--- config.mk ---
export PLATFORM = sky130hd
export DESIGN_NAME = irq_prio_encoder
export DESIGN_NICKNAME = d
export VERILOG_FILES = /design/src/rtl/bankp_irq_pkg.sv /design/src/rtl/sync_fall_det.sv /design/src/rtl/irq_prio_encoder.sv
export SDC_FILE = /design/constraint.sdc
export NUM_CORES = 1
export LEC_CHECK = 0
export ABC_AREA = 1
export BUFFER_PORTS_ARGS = -buffer_cell sky130_fd_sc_hd__buf_2
export CAP_MARGIN = 20
export CORE_MARGIN = 2
export CORE_UTILIZATION = 53
export DETAILED_ROUTE_END_ITERATION = 6
export PLACE_DENSITY_LB_ADDON = 0.15
export SLEW_MARGIN = 15
export SYNTH_ARGS = -nofsm -noshare
export SYNTH_HDL_FRONTEND = slang
export SYNTH_SLANG_ARGS = --single-unit
--- constraint.sdc ---
create_clock -name clk -period 2.9 [get_ports clk]
set_clock_uncertainty 0.2 [all_clocks]
set_input_delay 0.58 -clock clk [delete_from_list [all_inputs] [get_ports clk]]
set_output_delay 0.58 -clock clk [all_outputs]
set_load 0.02 [all_outputs]
--- src/rtl/bankp_irq_pkg.sv ---
`default_nettype none
// ============================================================================
//  Module      : bankp_irq_pkg
//  Description : Shared types and constants for the interrupt priority
//                encoder: handshake state enum, request/code widths, the
//                default vector base, and the priority-encode helper.
//  Revision    : 1.0 - initial release
// ============================================================================
package bankp_irq_pkg;

    localparam int         NUM_REQ       = 8;
    localparam int         CODE_W        = 3;
    localparam logic [7:0] VEC_BASE_DFLT = 8'hE0;

    typedef enum logic [1:0] {
        IDLE = 2'd0,
        REQ  = 2'd1,
        ACK  = 2'd2
    } irq_state_t;

    // Index of the highest set bit; bit NUM_REQ-1 has top priority.
    // Returns 0 for an all-zero input (callers qualify with |vec).
    function automatic logic [CODE_W-1:0] prio_encode(input logic [NUM_REQ-1:0] vec);
        logic [CODE_W-1:0] idx;
        idx = '0;
        for (int i = 0; i < NUM_REQ; i++) begin
            if (vec[i]) begin
                idx = CODE_W'(i);
            end
        end
        return idx;
    endfunction

endpackage
`default_nettype wire

--- src/rtl/sync_fall_det.sv ---
`default_nettype none
// ============================================================================
//  Module      : sync_fall_det
//  Description : Per-bit 2-flop synchroniser plus history flop, producing a
//                one-cycle pulse on each falling edge of an asynchronous
//                active-low input. All flops reset to 1 so a line held low
//                through reset is seen as exactly one fall after release.
//  Ports       : clk       - system clock
//                rst       - asynchronous active-high reset
//                i_async_n - asynchronous active-low inputs
//                o_fall    - one-cycle fall pulse per bit
//  Revision    : 1.0 - initial release
// ============================================================================
module sync_fall_det #(
    parameter int WIDTH = 8
) (
    input  logic             clk,
    input  logic             rst,
    input  logic [WIDTH-1:0] i_async_n,
    output logic [WIDTH-1:0] o_fall
);

    logic [WIDTH-1:0] r_sync1;
    logic [WIDTH-1:0] r_sync2;
    logic [WIDTH-1:0] r_hist;

    always_ff @(posedge clk or posedge rst) begin
        if (rst) begin
            r_sync1 <= '1;
            r_sync2 <= '1;
            r_hist  <= '1;
        end else begin
            r_sync1 <= i_async_n;
            r_sync2 <= r_sync1;
            r_hist  <= r_sync2;
        end
    end

    // Previously high, now low: a request edge.
    assign o_fall = r_hist & ~r_sync2;

endmodule
`default_nettype wire

--- src/rtl/irq_prio_encoder.sv ---
`default_nettype none
// ============================================================================
//  Module      : irq_prio_encoder
//  Description : Registered 8-to-3 priority encoder with Z80 IM2-style
//                interrupt handshake. Request edges are latched as pending
//                bits; the highest pending source drives int_n and, on
//                acknowledge, is captured into the vector and cleared.
//  Ports       : clk       - system clock
//                reset     - asynchronous active-high reset
//                req_n     - async active-low requests, bit 7 highest
//                ei_n      - active-low encoder enable
//                ack       - CPU interrupt acknowledge level
//                clr_all   - synchronous clear of all pending bits
//                int_n     - active-low interrupt to CPU (registered)
//                gs_n      - active-low "something pending" (registered)
//                code      - index of highest pending request (registered)
//                vector    - VEC_BASE | (acked code << 1) (registered)
//                vec_valid - high while vector holds an acknowledged code
//                pending   - pending-bit register
//  Revision    : 1.0 - initial release
// ============================================================================
module irq_prio_encoder
    import bankp_irq_pkg::*;
#(
    parameter int         NUM_REQ  = bankp_irq_pkg::NUM_REQ,   // fixed at 8
    parameter logic [7:0] VEC_BASE = bankp_irq_pkg::VEC_BASE_DFLT // low nibble must be 0
) (
    input  logic               clk,
    input  logic               reset,
    input  logic [NUM_REQ-1:0] req_n,
    input  logic               ei_n,
    input  logic               ack,
    input  logic               clr_all,
    output logic               int_n,
    output logic               gs_n,
    output logic [CODE_W-1:0]  code,
    output logic [7:0]         vector,
    output logic               vec_valid,
    output logic [NUM_REQ-1:0] pending
);

    logic [NUM_REQ-1:0] w_fall;
    logic [NUM_REQ-1:0] w_clr_mask;
    logic [NUM_REQ-1:0] w_pend_next;
    logic [CODE_W-1:0]  w_code_now;
    logic               w_capture;
    irq_state_t         w_state_next;

    logic [NUM_REQ-1:0] r_pending;
    irq_state_t         r_state;
    logic               r_int_n;
    logic               r_gs_n;
    logic [CODE_W-1:0]  r_code;
    logic [7:0]         r_vector;
    logic               r_vec_valid;

    sync_fall_det #(
        .WIDTH (NUM_REQ)
    ) u_sync_fall_det (
        .clk       (clk),
        .rst       (reset),
        .i_async_n (req_n),
        .o_fall    (w_fall)
    );

    // Combinational encode of the current pending set; this is what an
    // acknowledge captures, so a late higher-priority edge is honoured.
    assign w_code_now = prio_encode(r_pending);

    // Handshake next-state logic.
    always_comb begin
        w_state_next = r_state;
        w_capture    = 1'b0;
        case (r_state)
            IDLE: begin
                if ((|r_pending) && !ei_n) begin
                    w_state_next = REQ;
                end
            end
            REQ: begin
                // Losing enable or the pending set wins over a coincident ack.
                if (ei_n || (r_pending == '0)) begin
                    w_state_next = IDLE;
                end else if (ack) begin
                    w_state_next = ACK;
                    w_capture    = 1'b1;
                end
            end
            ACK: begin
                // ack held high stays here: no second capture.
                if (!ack) begin
                    w_state_next = IDLE;
                end
            end
            default: begin
                w_state_next = IDLE;
            end
        endcase
    end

    // Pending update: clears first, then new edges OR'd in so a fresh
    // request on the same bit survives its own acknowledge or clr_all.
    always_comb begin
        w_clr_mask = '0;
        if (clr_all) begin
            w_clr_mask = '1;
        end
        if (w_capture) begin
            w_clr_mask[w_code_now] = 1'b1;
        end
        w_pend_next = (r_pending & ~w_clr_mask) | w_fall;
    end

    always_ff @(posedge clk or posedge reset) begin
        if (reset) begin
            r_state <= IDLE;
        end else begin
            r_state <= w_state_next;
        end
    end

    always_ff @(posedge clk or posedge reset) begin
        if (reset) begin
            r_pending   <= '0;
            r_int_n     <= 1'b1;
            r_gs_n      <= 1'b1;
            r_code      <= '0;
            r_vector    <= VEC_BASE;
            r_vec_valid <= 1'b0;
        end else begin
            r_pending   <= w_pend_next;
            r_int_n     <= (w_state_next != REQ);
            r_gs_n      <= ~(|r_pending);
            r_code      <= w_code_now;
            r_vec_valid <= (w_state_next == ACK);
            if (w_capture) begin
                r_vector <= VEC_BASE | {{(7 - CODE_W){1'b0}}, w_code_now, 1'b0};
            end
        end
    end

    assign int_n     = r_int_n;
    assign gs_n      = r_gs_n;
    assign code      = r_code;
    assign vector    = r_vector;
    assign vec_valid = r_vec_valid;
    assign pending   = r_pending;

endmodule
`default_nettype wire

## Word-level counts from Yosys, hierarchy flattened

Cells that the tools add are included.
W data, S select, Z words.

| word-level totals | value |
|---|---|
| register bits | 43 |

| operators by class | value |
|---|---|
| bitwise gates (word level) | 7 |
| muxes and demuxes | 19 |
| reductions and logical operators | 7 |
| equality and inequality tests | 4 |
| order comparisons | 2 |

Operators by type and width:

| operator | number |
|---|---|
| $and A8 B8 Y8 | 2 |
| $mux W8 | 2 |
| $not A8 Y8 | 2 |
| $or A8 B8 Y8 | 2 |
| $mux W3 | 5 |
| $mux W2 | 5 |
| $logic_not A8 Y1 | 1 |
| $reduce_or A8 Y1 | 1 |
| $pmux W2 S3 | 1 |
| $mux W1 | 5 |
| $eq A2 B2 Y1 const B | 2 |
| $lt A3 B4 Y1 const B | 1 |
| $demux W1 S3 | 1 |
| $ge A3 B1 Y1 const B | 1 |
| $eq A2 B1 Y1 const B | 1 |
| $logic_and A1 B1 Y1 | 2 |
| $logic_not A2 Y1 | 1 |
| $ne A2 B1 Y1 const B | 1 |
| $logic_not A1 Y1 | 1 |
| $logic_or A1 B1 Y1 | 1 |
| $not A1 Y1 | 1 |

## Logic depth before layout (Yosys ltp)

Gate-level depths: netlist of the first run.

| depth | value |
|---|---|
| depth in word-level cells | 16 |
| gate-level depth with buffers | 11 |

## By module

Synthesis of the first run repeated with hierarchy kept, for this count alone.

| unflattened totals | value |
|---|---|
| cells, all modules | 151 |
| area, all modules | 1632.8 sq um |

Modules (own cells, without submodules):

| module | cells each | times used | area each (sq um) | sequential area each (sq um) |
|---|---|---|---|---|
| irq_prio_encoder | 110 | 1 | 918.4 | 478.0 |
| sync_fall_det | 41 | 1 | 714.4 | 630.6 |

## Worst setup path before layout of the first run

No wires, ideal clock.

| timing path | value |
|---|---|
| path type | input -> register |
| start point | input ei_n |
| end point | register r_pending[5], in the netlist pending[5] |
| data required time | 2.584 ns |
| slack | 1.336 ns |
| path buffers | 0 |
| stages on the path | 6 |
| arrival | 1.247 ns |
| setup time | 0.116 ns |
| path through | nor2_1 > inv_1 > nor3_4 > nand3_1 > nand2_1 > nand2_1 |

| on the way | value |
|---|---|
| cells in the longest elaborated chain, start to end | 7 |

RTL lines:

| element | RTL line | text |
|---|---|---|
| start: declaration | irq_prio_encoder.sv:31 | `input logic ei_n,` |
| $logic_or A1 B1 Y1 | irq_prio_encoder.sv:82 | `if (ei_n \|\| (r_pending == '0)) begin` |
| $mux W1 | irq_prio_encoder.sv:82 |  |
| $mux W1 | irq_prio_encoder.sv:74 | `case (r_state)` |
| $mux W8 | irq_prio_encoder.sv:108 | `if (w_capture) begin` |
| $not A8 Y8 | irq_prio_encoder.sv:111 | `w_pend_next = (r_pending & ~w_clr_mask) \| w_fall;` |
| $and A8 B8 Y8 | irq_prio_encoder.sv:111 |  |
| $or A8 B8 Y8 | irq_prio_encoder.sv:111 |  |
| via w_pend_next[5] | irq_prio_encoder.sv:44 | `logic [NUM_REQ-1:0] w_pend_next;` |
| end signal: assignment | irq_prio_encoder.sv:131 | `r_pending <= w_pend_next;` |
| end: declaration | irq_prio_encoder.sv:49 | `logic [NUM_REQ-1:0] r_pending;` |

The timed path passes the listed nets, and every way through them passes these cells.
A chain may end at the register's enable or synchronous reset.

## Final worst setup path of the first run

| timing path | value |
|---|---|
| start point | register r_int_n, in the netlist int_n |
| end point | output int_n |

RTL lines:

| element | RTL line | text |
|---|---|---|
| start: declaration | irq_prio_encoder.sv:51 | `logic r_int_n;` |
| start signal: assignment | irq_prio_encoder.sv:132 | `r_int_n <= (w_state_next != REQ);` |
| end: declaration | irq_prio_encoder.sv:34 | `output logic int_n,` |

No word-level cell between the ends.

==> results.json, run 1 <==
{
  "dp.cells": 212,
  "powerDensity_mw_per_mm2": 686,
  "drv_cap": 0,
  "grt_remaining_overflow": 0,
  "hp-class": "in2reg",
  "ant_nets": 0,
  "crit_slowest_cell": "dfstp_2",
  "diodes": 0,
  "critical_path.top_delay_family": "flip-flops",
  "post_cts_buffers": 0,
  "holdBufCountCts": 0,
  "port_buffers": 29,
  "placed_cell_area_mm2": 0.00177,
  "first_global_vias": 915,
  "worst_pin_slew_ns": 0.506,
  "clockBufferDepth": 2,
  "h-tree-depth": 2,
  "critPathBufInv": 1,
  "fp-row-count": 20,
  "antenna_found_initial": 0,
  "cts_resized": 0,
  "synth_area_mm2": 0.00162,
  "p_leak_nw": 0.974,
  "hold_viol_final": 0,
  "dp_hpwl_mm": 1.67,
  "nFillCells": 240,
  "worstPathArrival_ns": 1.03,
  "fin_tns_setup_ns": 0,
  "drc": 0,
  "fin_crit_ns": 1.81,
  "syn_area_per_cell_um2": 10.6,
  "crit_path_cell_trace": "buf_2",
  "cp-end-kind": "primary output",
  "syn_inst": 152,
  "synth_cell_types": 20,
  "avgRoutedWirePerCell_um": 10.5,
  "fin_util_pct": 62.8,
  "finalCritPeriodShare_pct": 62.3,
  "cts_tree": "built",
  "io_pins": 35,
  "final_cells": 220,
  "vias": 1038,
  "insertion_delay_ns": 0.34,
  "regArea_mm2": 0.00111,
  "path_class": "reg2out",
  "clk_pin_slew_worst_paths_ns": 0.12,
  "clock_sinks": 43,
  "cp-start-kind": "flop",
  "vias_per_cell": 4.72,
  "nNetsFinal": 199,
  "firstDrtPassIters": 4,
  "start_util_pct": 54.3,
  "fp.dieH_um": 59.2,
  "die_area_mm2": 0.00351,
  "timing.fmax_mhz": 554,
  "numCtsBuffers": 5,
  "grt_max_degree": 44,
  "drtIter0Drc": 26,
  "areaGrowthSynthToFinish_pct": 15.6,
  "wl_mm": 2.32,
  "die_w_um": 59.2,
  "synth-seq-area-share_pct": 68.6,
  "grt_pass1_wl_mm": 3.94,
  "multi_input_area_um2": 369,
  "root_buffer": "clkbuf_4",
  "rrSetupSlack_ns": 1.32,
  "setup_viol": 0,
  "drive_gt1_share_pct": 39.6,
  "max_stage_delay_ns": 0.53,
  "finalMaxSlewViolations": 0,
  "rsz0062_at_grt": "false",
  "ys.warnings.count": 0,
  "routabilityCongestion": 0.764,
  "final_area_mm2": 0.00187,
  "critPathRequiredTime_ns": 2.12,
  "slew_headroom_pct": 66.3,
  "core_area_mm2": 0.00298,
  "dp_worst_setup_slack_ns": 1.11,
  "cp_max_fo": 1,
  "grtUsageTotal_pct": 15.9,
  "peakVddDrop_mv": 0.337,
  "fin_ws_ns": 1.09,
  "ys_seq_elements": 43,
  "status": "complete, no violations"
}
==> worst paths after layout <==
check | start | cells after the start | endpoint
max | int_n | 1 | int_n
min | req_n[0] | 1 | u_sync_fall_det.r_sync1[0]
max reg2reg | pending[4] | 9 | pending[2]
min reg2reg | u_sync_fall_det.r_sync1[3] | 0 | u_sync_fall_det.r_sync2[3]
max in group asynchronous | reset | 3 | u_sync_fall_det.r_sync1[4]
min in group asynchronous | reset | 3 | pending[2]
==> cells in the final DEF (no fill, tap or decap) <==
cell,n
nand2_4,1
conb_1,5
clkbuf_1,1
nand4_1,2
clkbuf_16,1
nor2_2,2
clkbuf_4,5
nor2_1,14
buf_4,1
buf_2,29
nand3_1,4
nand2_2,3
bufinv_16,1
nor3_4,1
nand3_2,2
nor3_1,1
o21ai_1,4
dfstp_2,26
o21ai_0,3
nand2_1,36
inv_1,26
nor2_4,1
inv_2,1
dfrtp_1,17
==> worst register-to-register path, cell delays in order, from the launching register on <==
cell	delay (ns)
dfrtp_1	0.47
nor2_2	0.09
nand2_4	0.10
inv_2	0.05
nand2_2	0.06
nand3_2	0.19
nor2_1	0.15
nand2_1	0.07
nand2_1	0.06
nand2_1	0.04
==> area by class of cell <==
class | count | share of cell area (%)
clock buffers | 7 | 3.55
multi-input cells | 79 | 19.7
repair buffers | 30 | 8.17
inverters | 27 | 5.42
flip-flops and latches | 43 | 59.3
well taps | 33 | 2.21
clock inverters | 1 | 1.61
==> flip-flops by register name, indices dropped and copies added, names as in the netlist <==
| signal | count |
|---|---|
| gs_n | 1 |
| int_n | 1 |
| u_sync_fall_det.r_sync1 | 8 |
| pending | 8 |
| u_sync_fall_det.r_hist | 8 |
| vec_valid | 1 |
| code | 3 |
| u_sync_fall_det.r_sync2 | 8 |
| vector | 3 |
| r_state | 2 |
==> logic make-up after synthesis <==
group                  Yosys count  share of synthesized area (%)
flip-flops                      43                           68.6
AND/OR/NAND/NOR                 67                           19.5
other                            2                          0.465
buffers and inverters           33                           9.29
AO/OA/AOI/OAI                    7                           2.17
==> per-stage QoR <==
step	hold slack [ns]	total power, mW
after floorplan	0.145	0.828
after global placement	0.146	0.879
after detailed placement	0.147	0.884
after CTS	0.0986	1.30
after global routing	0.0732	1.36
final	0.122	1.28
==> routing by layer <==
layer,global-route usage (%),share of wire [%]
met1,18.4,41
met2,24.8,50
met3,6.55,7.2
met4,9.09,2.0
met5,0,0
==> power by group <==
part / switching [mW] / total (mW) / leakage, nW / internal (mW)
combinational: 0.124 / 0.180 / 0.446 / 0.0559
clock: 0.177 / 0.412 / 0.0506 / 0.234
sequential: 0.0256 / 0.690 / 0.478 / 0.665
==> Yosys cell counts, drive strengths merged <==
master / n / area [um2]
o21ai: 7 / 35.0
nor3: 2 / 21.3
nor2: 17 / 76.3
buf: 6 / 48.8
nand2: 40 / 165
conb: 2 / 7.51
inv: 27 / 101
dfrtp: 17 / 425
nand3: 6 / 40.0
nand4: 2 / 12.5
dfstp: 26 / 683
No activity file was read; power rests on OpenSTA's default activity.
==> run 2, diff against run 1 <==
--- a/config.mk
+++ b/config.mk
@@ -9,7 +9,7 @@
 export BUFFER_PORTS_ARGS = -buffer_cell sky130_fd_sc_hd__buf_2
 export CAP_MARGIN = 20
 export CORE_MARGIN = 2
-export CORE_UTILIZATION = 53
+export CORE_UTILIZATION = 52
 export DETAILED_ROUTE_END_ITERATION = 6
 export PLACE_DENSITY_LB_ADDON = 0.15
 export SLEW_MARGIN = 15
==> constraint.sdc (replaced) <==
create_clock -name clk -period 1.85 [get_ports clk]
set_clock_uncertainty 0.2 [all_clocks]
set_input_delay 0.37 -clock clk [delete_from_list [all_inputs] [get_ports clk]]
set_output_delay 0.37 -clock clk [all_outputs]
set_load 0.02 [all_outputs]
==> results.json, run 2 (synthesis gave the netlist of run 1 again) <==
{
  "crit_path_cell_trace": "buf_2",
  "p_clk_share_pct": 30.3,
  "swShare_pct": 26.6,
  "clk_pin_slew_worst_paths_ns": 0.12,
  "layout_commonest_cell": "nand2_1",
  "internal_power_mw": 1.46,
  "die_area_mm2": 0.00357,
  "nNetsFinal": 208,
  "p_leak_nw": 1.01,
  "multi_input_area_um2": 369,
  "critPathBufInv": 1,
  "root_buffer": "clkbuf_4",
  "die_w_um": 59.8,
  "critPathCapture": "gs_n",
  "drtIter0Drc": 26,
  "crit_slowest_cell": "dfstp_2",
  "vias_per_cell": 4.61,
  "power.switching_mw": 0.529,
  "grt_remaining_overflow": 0,
  "fin_ws_ns": 0.250,
  "drc": 0,
  "worst_pin_slew_ns": 0.504,
  "cp_max_fo": 1,
  "r2r_end": "pending[2]",
  "grt_max_degree": 44,
  "clockBufferDepth": 2,
  "pwr-share-comb_pct": 15.1,
  "io_pins": 35,
  "core_area_mm2": 0.00300,
  "port_buffers": 29,
  "max_stage_delay_ns": 0.53,
  "timing.fmax_mhz": 625,
  "cp-end-kind": "primary output",
  "grtUsageTotal_pct": 17.6,
  "path_class": "reg2out",
  "rrSetupSlack_ns": 0.26,
  "cp-start-kind": "flop",
  "dp_hpwl_mm": 1.68,
  "fp.dieH_um": 59.8,
  "worstPathArrival_ns": 1.03,
  "vias": 1056,
  "routabilityCongestion": 0.772,
  "peakVddDrop_mv": 0.628,
  "setup_viol": 0,
  "fp-row-count": 20,
  "cts_tree": "built",
  "clock_sinks": 43,
  "areaGrowthSynthToFinish_pct": 20.9,
  "critPathRequiredTime_ns": 1.28,
  "status": "complete, no violations",
  "grt_pass1_wl_mm": 4.42,
  "regArea_mm2": 0.00111,
  "pwr-share-seq_pct": 54.6,
  "crit_cells": 1,
  "numCtsBuffers": 5,
  "firstDrtPassIters": 4,
  "ant_nets": 0,
  "hp-class": "in2reg",
  "powerDensity_mw_per_mm2": 1020,
  "antenna_found_initial": 0,
  "slew_headroom_pct": 66.4,
  "dp_worst_setup_slack_ns": 0.240,
  "diodes": 0,
  "avgRoutedWirePerCell_um": 11.1,
  "critical_path.top_delay_family": "flip-flops",
  "finalMaxSlewViolations": 0,
  "drive_gt1_share_pct": 37.8,
  "first_global_vias": 1040,
  "fin_tns_setup_ns": 0,
  "h-tree-depth": 2,
  "wl_mm": 2.54,
  "drv_cap": 0,
  "rr_startpoint": "pending[3]",
  "fin_crit_ns": 1.60,
  "crit_path_start": "gs_n",
  "finalCritPeriodShare_pct": 86.5,
  "rsz0062_at_grt": "false",
  "final_cell_mix": "nand2_1, buf_2, inv_1, dfstp_2, dfrtp_1",
  "r2r_cells": 9,
  "nFillCells": 246,
  "start_util_pct": 53.8,
  "hold_viol_final": 0,
  "insertion_delay_ns": 0.35
}
run 2: cell type report:
type,instances,share of cell area (%)
timing repair buffer,39,12.4
sequential,43,56.7
clock buffer,8,4.67
multi-input combinational,79,18.9
inverter,27,5.19
tap,33,2.11
run 2: worst min path at each step:
stage / startpoint / endpoint / slack, ns / cells after the start
after floorplan: u_sync_fall_det.r_sync1[0] / u_sync_fall_det.r_sync2[0] / 0.15 / 0
after global placement: u_sync_fall_det.r_sync1[2] / u_sync_fall_det.r_sync2[2] / 0.15 / 0
after detailed placement: u_sync_fall_det.r_sync1[4] / u_sync_fall_det.r_sync2[4] / 0.15 / 0
after CTS: ack / r_state[1] / 0.03 / 3
after global routing: ack / vec_valid / 0.05 / 3
final: ack / r_state[1] / 0.05 / 3
run 2: power by group through the flow:
stage	combinational, mW	sequential, mW	clock (mW)
6_report	0.299	1.08	0.602
3_5_place_dp	0.285	1.10	0
4_1_cts	0.302	1.08	0.621
3_3_place_gp	0.280	1.10	0
5_1_grt	0.339	1.10	0.664
2_1_floorplan	0.139	1.16	0
run 2: metrics by stage:
stage	hold slack [ns]	utilization [%]	instances	instance area (um2)	power (mW)
after floorplan	0.145	-	155	1630	1.30
after global placement	0.145	59.0	212	1770	1.38
after detailed placement	0.147	59.0	212	1770	1.39
after CTS	0.0334	65.1	229	1950	2.01
after global routing	0.0519	65.1	229	1950	2.10
final	0.0491	65.1	229	1950	1.98
run 2: layer usage:
layer	wire length (um)	up-vias	global-route usage, %
met5	0	-	0
met4	54	0	7.62
met3	142	7	7.14
met2	1300	35	30.9
met1	1040	490	18.5
li1	-	524	-
run 2: worst register-to-register path, cell delays in order (launching register included):
cell	delay [ns]
dfrtp_1	0.41
nor2_1	0.09
nand2_1	0.13
inv_1	0.07
nand2_2	0.07
nand3_2	0.20
nor2_1	0.15
nand2_1	0.06
nand2_1	0.07
nand2_1	0.06
run 2: repair_timing:
item                                   CTS  global route
hold buffers                             9             0
resized for setup                        0             0
endpoints found under the hold margin   25             0
buffers inserted                         0             0
==> run 3, diff against run 2 <==
--- a/config.mk
+++ b/config.mk
@@ -9,7 +9,8 @@
 export BUFFER_PORTS_ARGS = -buffer_cell sky130_fd_sc_hd__buf_2
 export CAP_MARGIN = 20
 export CORE_MARGIN = 2
-export CORE_UTILIZATION = 52
+export CORE_UTILIZATION = 53
+export CTS_BUF_LIST = sky130_fd_sc_hd__clkbuf_8
 export DETAILED_ROUTE_END_ITERATION = 6
 export PLACE_DENSITY_LB_ADDON = 0.15
 export SLEW_MARGIN = 15
==> results.json, run 3 (synthesis gave the netlist of run 1 again) <==
{
  "areaGrowthSynthToFinish_pct": 23.5,
  "cp-start-kind": "flop",
  "die_w_um": 59.2,
  "clock_sinks": 43,
  "final_cells": 229,
  "p_leak_nw": 1.03,
  "r2r_end": "pending[5]",
  "fin_util_pct": 67.1,
  "critPathBufInv": 1,
  "hold_viol_final": 0,
  "fp.dieH_um": 59.2,
  "core_area_mm2": 0.00298,
  "numCtsBuffers": 5,
  "avgRoutedWirePerCell_um": 10.9,
  "dp_worst_setup_slack_ns": 0.247,
  "cpMostUsedCell": "nand2_1",
  "root_buffer": "clkbuf_8",
  "met3_usage_pct": 4.59,
  "start_util_pct": 54.3,
  "path_class": "reg2reg",
  "timing.fmax_mhz": 624,
  "layout_commonest_cell": "nand2_1",
  "insertion_delay_ns": 0.28,
  "post_cts_buffers": 0,
  "pwr-share-seq_pct": 50.8,
  "port_buffers": 29,
  "crit_slowest_cell": "dfrtp_1",
  "ant_nets": 0,
  "crit_path_cell_trace": "nor2_1 -> inv_1 -> nor3_4 -> nand3_1 -> nand2_1 -> nand2_1",
  "rsz0062_at_grt": "false",
  "max_stage_delay_ns": 0.38,
  "cts_resized": 0,
  "internal_power_mw": 1.59,
  "setup_viol": 0,
  "fp-row-count": 20,
  "busiest_layer": "met2",
  "holdBufCountCts": 9,
  "grt_pass1_wl_mm": 4.29,
  "crit_cells": 6,
  "critical_path.top_delay_family": "simple AND/OR/NAND/NOR gates",
  "hold_slack_ns": 0.126,
  "io_pins": 35,
  "h-tree-depth": 2,
  "cp-end-kind": "flop",
  "wl_mm": 2.49,
  "crit_path_start": "r_state[1]",
  "peakVddDrop_mv": 0.803,
  "cp_max_fo": 5,
  "grt_max_degree": 44,
  "rr_startpoint": "r_state[1]",
  "vias_per_cell": 4.52,
  "drtIter0Drc": 22,
  "grt_util_met2_pct": 30.3,
  "dp_hpwl_mm": 1.65,
  "nFillCells": 239,
  "nNetsFinal": 208,
  "dp.cells": 212,
  "power.switching_mw": 0.545,
  "first_global_vias": 1005,
  "finalMaxSlewViolations": 0,
  "worstPathArrival_ns": 1.58,
  "powerDensity_mw_per_mm2": 1070,
  "pwr-share-comb_pct": 14.1,
  "final_cell_mix": "nand2_1, buf_2, inv_1, dfstp_2, dfrtp_1",
  "die_area_mm2": 0.00351,
  "fin_tns_setup_ns": 0,
  "antenna_found_initial": 0,
  "critPathRequiredTime_ns": 1.83,
  "vias": 1035,
  "grtUsageTotal_pct": 17.0,
  "drc": 0,
  "swShare_pct": 25.5,
  "global_route.usage.met1_pct": 18.7,
  "fin_ws_ns": 0.247,
  "clk_pin_slew_worst_paths_ns": 0.08,
  "drv_cap": 0,
  "status": "complete, no violations",
  "cts_tree": "built",
  "finalCritPeriodShare_pct": 86.6,
  "p_clk_share_pct": 35.1,
  "drive_gt1_share_pct": 38.3,
  "hp-class": "in2reg",
  "clockBufferDepth": 2,
  "fin_crit_ns": 1.60,
  "rrSetupSlack_ns": 0.25,
  "routabilityCongestion": 0.782,
  "r2r_cells": 6,
  "diodes": 0,
  "grt_remaining_overflow": 0,
  "critPathCapture": "pending[5]",
  "firstDrtPassIters": 4
}
## run 3: power groups by stage
| stage | combinational [mW] | sequential [mW] | clock (mW) |
|---|---|---|---|
| after global routing | 0.341 | 1.09 | 0.809 |
| after detailed placement | 0.288 | 1.10 | 0 |
| final | 0.302 | 1.08 | 0.749 |
| after CTS | 0.306 | 1.08 | 0.769 |
| after floorplan | 0.139 | 1.16 | 0 |
| after global placement | 0.285 | 1.10 | 0 |
## run 3: per-layer routing
layer / vias up / wire, um
met5: - / 0
met3: 4 / 105
met1: 480 / 1020
met4: 0 / 25
met2: 27 / 1330
li1: 524 / -
## run 3: cell type report
class | instances | area [um2] | share of cell area (%)
sequential | 43 | 1110 | 55.5
multi-input combinational | 79 | 369 | 18.5
timing repair buffer | 39 | 255 | 12.8
inverter | 27 | 101 | 5.08
clock buffer | 6 | 82.6 | 4.14
tap | 33 | 41.3 | 2.07
clock inverter | 2 | 38.8 | 1.94
## run 3: worst min-delay path by stage
stage,start,to,slack (ns),cells past startpoint
6_report,ack,r_state[1],0.13,3
5_1_grt,ack,r_state[1],0.16,3
4_1_cts,ack,r_state[1],0.12,3
3_5_place_dp,u_sync_fall_det.r_sync1[2],u_sync_fall_det.r_sync2[2],0.15,0
3_3_place_gp,u_sync_fall_det.r_sync1[5],u_sync_fall_det.r_sync2[5],0.15,0
2_1_floorplan,u_sync_fall_det.r_sync1[0],u_sync_fall_det.r_sync2[0],0.15,0
## run 3: worst min-delay path, stage by stage
cell and delay (ns):
buf_2 0.09, nand2_1 0.06, nand2_1 0.06
## run 3: stage by stage
step                      cell area [um2]  total power [mW]
after floorplan                      1630              1.30
after global placement               1790              1.38
after detailed placement             1790              1.39
after CTS                            2000              2.16
after global routing                 2000              2.24
final                                2000              2.13
